--- config.mk ---
export PLATFORM = sky130hd
export DESIGN_NAME = led_arbiter
export DESIGN_NICKNAME = d
export VERILOG_FILES = /design/src/rtl/led_arbiter.sv
export SDC_FILE = /design/constraint.sdc
export NUM_CORES = 1
export LEC_CHECK = 0
export ABC_AREA = 1
export CAP_MARGIN = 40
export CORE_MARGIN = 3
export CORE_UTILIZATION = 55
export DETAILED_ROUTE_END_ITERATION = 16
export PLACE_DENSITY = 0.8
export REMOVE_ABC_BUFFERS = 1
export SLEW_MARGIN = 20
export SYNTH_ARGS = -nofsm -noshare
export SYNTH_HDL_FRONTEND = slang
export SYNTH_SLANG_ARGS = --single-unit
--- constraint.sdc ---
create_clock -name clk -period 2.9 [get_ports clk]
set_input_delay 0.725 -clock clk [delete_from_list [all_inputs] [get_ports clk]]
set_output_delay 0.725 -clock clk [all_outputs]
set_load 0.05 [all_outputs]
--- src/rtl/led_arbiter.sv ---
module led_arbiter #(
  parameter int N_REQ          = 4,
  parameter int LED_W          = 8,
  parameter int TIMEOUT_CYCLES = 100000,
  parameter int HB_PERIOD      = 50000000
) (
  input  logic                       clk,
  input  logic                       reset,
  input  logic [N_REQ-1:0]           req,
  input  logic [N_REQ*LED_W-1:0]     pattern,
  output logic [N_REQ-1:0]           grant,
  output logic [$clog2(N_REQ)-1:0]   owner_id,
  output logic                       busy,
  output logic [LED_W-1:0]           led_tri_o
);

  localparam int OW = $clog2(N_REQ);
  localparam int CW = (TIMEOUT_CYCLES > 1) ? $clog2(TIMEOUT_CYCLES) : 1;
  localparam int HW = $clog2(HB_PERIOD);

  localparam logic [CW-1:0] CNT_MAX = CW'(TIMEOUT_CYCLES - 1);
  localparam logic [HW-1:0] HB_MAX  = HW'(HB_PERIOD - 1);
  localparam logic [OW-1:0] LAST_ID = OW'(N_REQ - 1);

  typedef enum logic {
    IDLE,
    OWN
  } state_t;

  state_t         state;
  logic [CW-1:0]  own_cnt;
  logic [HW-1:0]  hb_cnt;
  logic           hb_bit;

  logic [LED_W-1:0] hb_led;
  logic [LED_W-1:0] owner_pat;
  logic [OW-1:0]    winner;
  logic [OW-1:0]    cand;
  logic             any_req;
  logic             owner_req;
  logic             others_req;
  logic             timed_out;

  // Round-robin: scan from owner_id+1 upward with wrap; the last owner is
  // visited last, so it only wins again when nobody else is asking.
  always_comb begin
    winner  = owner_id;
    cand    = '0;
    any_req = 1'b0;
    for (int unsigned k = 1; k <= N_REQ; k++) begin
      cand = OW'((32'(owner_id) + k) % N_REQ);
      if (!any_req && req[cand]) begin
        winner  = cand;
        any_req = 1'b1;
      end
    end
  end

  always_comb begin
    owner_pat = '0;
    for (int unsigned i = 0; i < N_REQ; i++) begin
      if (OW'(i) == owner_id) begin
        owner_pat = pattern[i*LED_W +: LED_W];
      end
    end
  end

  always_comb begin
    hb_led     = LED_W'(hb_bit);
    owner_req  = req[owner_id];
    // grant is onehot(owner_id) while in OWN, so masking with it leaves the
    // competing requesters only.
    others_req = |(req & ~grant);
    timed_out  = (own_cnt == CNT_MAX);
  end

  always_ff @(posedge clk or posedge reset) begin
    if (reset) begin
      state     <= IDLE;
      grant     <= '0;
      busy      <= 1'b0;
      led_tri_o <= '0;
      owner_id  <= LAST_ID;
      own_cnt   <= '0;
      hb_cnt    <= '0;
      hb_bit    <= 1'b0;
    end else begin
      led_tri_o <= (state == OWN) ? owner_pat : hb_led;

      if (hb_cnt == HB_MAX) begin
        hb_cnt <= '0;
        hb_bit <= ~hb_bit;
      end else begin
        hb_cnt <= hb_cnt + HW'(1);
      end

      case (state)
        IDLE: begin
          if (any_req) begin
            state    <= OWN;
            owner_id <= winner;
            grant    <= N_REQ'(1) << winner;
            busy     <= 1'b1;
            own_cnt  <= '0;
          end
        end
        OWN: begin
          if (!owner_req || (timed_out && others_req)) begin
            state <= IDLE;
            grant <= '0;
            busy  <= 1'b0;
          end else if (!timed_out) begin
            own_cnt <= own_cnt + CW'(1);
          end
        end
        default: begin
          state <= IDLE;
          grant <= '0;
          busy  <= 1'b0;
        end
      endcase
    end
  end

endmodule
# After elaboration in Yosys (flattened, before gate mapping)
# Index checks and enable logic that the tools add are counted.
totals:
  register_bits: 60
  inputBits: 38
  out_inout_bits: 15
op_classes:
  n_addsub: 6
  n_lt_le_gt_ge: 5
  n_eq_ne: 9
  shift: 1
  n_mux: 37
  n_bitwise: 4
  reduce_logical: 14
ops:
  columns: ["operator", "count"]
  rows:
  - ["two-way mux 17 bit", 3]
  - ["two-way mux 8 bit", 5]
  - ["case mux 17 bit (2 select lines)", 1]
  - ["adder 26 x 1 -> 26 bit, second input constant", 1]
  - ["equality test 26 bit, second input constant", 1]
  - ["two-way mux 26 bit", 1]
  - ["adder 17 x 1 -> 17 bit, second input constant", 1]
  - ["equality test 17 bit, second input constant", 1]
  - ["< comparator 2 x 3 -> 1 bit, second input constant", 5]
  - ["two-way mux 1 bit", 13]
  - ["binary-select mux 1 bit (select 2 bit)", 5]
  - ["two-way mux 2 bit", 4]
  - ["two-way mux 4 bit", 2]
  - ["case mux 4 bit (2 select lines)", 1]
  - ["inequality test 2 bit, second input constant", 3]
  - ["adder 2 x 1 -> 2 bit, second input constant", 2]
  - ["adder 2 bit, second input constant", 2]
  - ["AND 4 bit", 1]
  - ["equality test 2 bit, first input constant", 2]
  - ["logical AND 1 bit", 4]
  - ["zero test 1 bit", 4]
  - ["inverter 4 bit", 1]
  - ["case mux 1 bit (2 select lines)", 2]
  - ["AND reduction 2 bit", 2]
  - ["8 further kinds", 9]

# Depth between registers and ports, before layout
logic_depth:
  depth_word: 16
  depth_mapped: 13
  mapped_depth_nobuf: 12

# Least setup slack after synthesis
# No wires, ideal clock.
synth_timing:
  kind: "reg-to-reg"
  from: "register owner_id[0]"
  to: "register grant[1]"
  setup_time_ns: 0.118
  t_arrival_ns: 2.170
  t_required_ns: 2.782
  path_slack_ns: 0.611
  stages_incl_launch_ff: 13
  n_path_buf: 2
  period_less_slack_ns: 2.289
  cell_sequence: "dfstp_2 -> buf_6 -> inv_6 -> ha_1 -> inv_1 -> nand3_1 -> nand2_1 -> nand4_4 -> nand2_4 -> inv_4 -> buf_6 -> nand3_1 -> nand2_1"
synth_via:
  elab_chain_len: 16
  elab_cells_between_ends: 36
  classes_between: "add/sub: 4; eq/ne: 2; shift: 1; mux: 20; reduce/logical: 9"
synth_lines:
  columns: ["item", "line_no", "text"]
  rows:
  - ["start: declaration", "12", "output logic [$clog2(N_REQ)-1:0] owner_id,"]
  - ["start signal: assignment", "101", "owner_id <= winner;"]
  - ["adder 2 x 1 -> 2 bit", "51", "cand = OW'((32'(owner_id) + k) % N_REQ);"]
  - ["binary-select mux 1 bit (select 2 bit)", "52", "if (!any_req && req[cand]) begin"]
  - ["two-way mux 1 bit (implied by the code)", "52", null]
  - ["two-way mux 1 bit", "52", null]
  - ["zero test 1 bit", "52", null]
  - ["logical AND 1 bit", "52", null]
  - ["two-way mux 1 bit", "52", null]
  - ["zero test 1 bit", "52", null]
  - ["logical AND 1 bit", "52", null]
  - ["two-way mux 1 bit", "52", null]
  - ["zero test 1 bit", "52", null]
  - ["logical AND 1 bit", "52", null]
  - ["two-way mux 2 bit", "52", null]
  - ["<< shifter 1 x 2 -> 4 bit", "102", "grant <= N_REQ'(1) << winner;"]
  - ["two-way mux 4 bit", "99", "if (any_req) begin"]
  - ["case mux 4 bit (2 select lines)", "97", "case (state)"]
  - ["end signal: assignment", "102", null]
  - ["end: declaration", "11", "output logic [N_REQ-1:0] grant,"]
# Several ways; a longest one is shown, not always the timed one. The select of a mux whose other input is x is not followed.
# A chain may end at the register's enable or synchronous reset.

# Final worst setup path
layout_timing:
  from: "register owner_id[0]"
  to: "output port owner_id[0]"
# No word-level cell between the ends.

==> impl_metrics.yaml <==
run_status:
  status: "completed"
timing:
  final-max-slew-violation-count: 0
  clock.fmax_mhz: 384
  min_period_ns: 2.61
  tightest_slew_ns: 0.626
  rsz0062_at_grt: "false"
  finalHoldViolCount: 0
  tns_ns: 0
  holdWs_ns: 0.474
  worst_slack_ns: 0.295
  setup_viol: 0
  finalCritPeriodShare: 0.898
  clock_skew_ns: 0.00450
  maxSlewHeadroom: 0.583
power:
  swShare: 0.462
  peakVddDrop_mv: 0.667
  p_comb_frac: 0.495
  cell_internal_pwr_mw: 1.84
  p_leak_nw: 2.15
  switching_power_mw: 1.58
  p_total_mw: 3.42
  power.density_nw_per_um2: 743
  seqPwrFrac: 0.310
  pwr-share-clk: 0.195
critical_path:
  critPathArrivalTime_ns: 1.88
  cpMaxStageDelayCell: "clkdlybuf4s50_1"
  end_kind: "primary output"
  crit_chain: "clkdlybuf4s50_1"
  critPathMaxStageDelay_ns: 0.86
  path_delay_family: "buffers and inverters"
  path_max_fanout: 12
  startpoint_type: "register"
  critPathBufInv: 1
  worstSetupPathType: "reg -> out"
  worstPathRequired_ns: 2.17
logic_synthesis:
  syn_area_um2: 3840
  synth-seq-area-share: 0.391
  ys_ff_latch: 60
  synth.distinct_cells: 35
  synth_area_leaders: "dfrtp_1, nand2_1, nor2_1"
  synth_top_area_frac: 0.378
  avgSynthCellArea_um2: 7.02
  yosysWarnings: 0
  synth_top_area_cell: "dfrtp_1"
  syn-instance-count: 547
grt:
  grt_usage: 0.248
  grt_pass1_wl_um: 15700
  grt_max_degree: 39
  grt_antenna_before_repair: 0
  grt_overflow_total: 0
  grt_pass1_vias: 3544
floorplanning:
  top_level_ports: 53
  row_count: 29
  die_w_um: 89.6
  core_um2: 6570
  initial_core_util: 0.585
  die_h_um: 89.6
  dieArea_um2: 8030
cells_and_area:
  diodes: 0
  final_area_um2: 4600
  layout-drive-gt1-share: 0.0695
  final_util: 0.701
  final_common_cell: "nand2_1"
  num-fill-cells: 574
  instances_no_fill: 697
  nets: 643
  area_growth_pct: 19.8
  mostFrequentLayoutCells: "nand2_1, nor2_1, inv_1, dfrtp_1, nand3_1"
job:
  cap_violations: 0
drt:
  drt_drc_violations_left: 0
  drt-vias-per-instance: 5.28
  wl_um: 8970
  ant_nets: 0
  detail_route.iter0.violations: 270
  routedWlPerCell_um: 12.9
  drt-pass1-iter-count: 5
  num_vias: 3678
clocking:
  cts_buffers: 9
  post_cts_buffers: 0
  clk_latency_ns: 0.32
  cts_resized: 0
  clock_sinks: 60
  root_buffer: "clkbuf_8"
  path_clk_slew_ns: 0.06
  htree_num_levels: 3
  cts_hold_buf: 0
  cts_tree: "yes"
  clockBufferDepth: 2
hold_path:
  hold_path.class: "reg -> reg"
placement:
  placed_cells: 681
  dp_hpwl_um: 7060
  place_area_um2: 4420
  gp_congestion: 0.918
  dpl_worst_slack_ns: 0.435
  port_buffers: 52
==> registers in the layout, summed over array words and instances (netlist names) <==
signal / flops
busy: 1
grant: 4
hb_bit: 1
hb_cnt: 26
led_tri_o: 8
own_cnt: 17
owner_id: 2
state: 1
==> cell families (layout without fill, tap and decap cells) <==
family | after synthesis | in the layout | share of synthesized area
xor+xnor | 20 | 20 | 0.0456
compound gates | 40 | 40 | 0.0586
simple gates | 343 | 343 | 0.399
fa+ha+maj | 6 | 6 | 0.0195
flops | 60 | 60 | 0.391
buf+inv | 78 | 135 | 0.0860
==> final timing paths <==
check,startpoint,end,slack (ns),cells after the start
worst max-delay path,owner_id[0],owner_id[0],0.29,1
worst min-delay path,busy,busy,0.47,2
worst max register to register,owner_id[0],grant[3],0.62,11
worst min register to register,busy,busy,0.47,2
max in group asynchronous,reset,owner_id[1],1.52,3
min in group asynchronous,reset,led_tri_o[3],0.75,2
==> power groups by stage <==
stage / Sequential, mW / Clock (mW) / Combinational (mW)
2_1_floorplan: 1.32 / 0 / 0.966
3_3_place_gp: 1.07 / 0 / 1.65
3_5_place_dp: 1.07 / 0 / 1.70
4_1_cts: 1.06 / 0.680 / 1.70
5_1_grt: 1.08 / 0.733 / 1.88
6_report: 1.06 / 0.668 / 1.69
==> Yosys cell counts, drive strengths merged <==
cell type  number
a21oi           9
xor2           15
xnor2           5
nor4            3
nand3          56
a22oi           9
inv            65
clkinv          1
ha              6
nor3           18
nand4          21
nand2         153
nand3b          1
dfstp           2
o21ai          21
buf             8
nor2           86
and2            2
clkbuf          4
o21bai          1
or2             3
dfrtp          58
==> routing by layer <==
layer,vias to the layer above,part of all wire,track usage
met1,1700,0.46,0.334
met5,-,0,0
li1,1851,-,-
met3,12,0.070,0.0620
met4,0,0.012,0.0771
met2,115,0.46,0.394
==> area by class of cell <==
cell class	count	area, um^2	area share
clock buffers	12	155	0.0337
inverters	66	255	0.0554
well taps	93	116	0.0253
repair buffers	53	541	0.117
multi-input cells	409	2010	0.436
clock inverters	4	23.8	0.00516
flip-flops and latches	60	1500	0.327
Power figures use the tool's default switching activity.
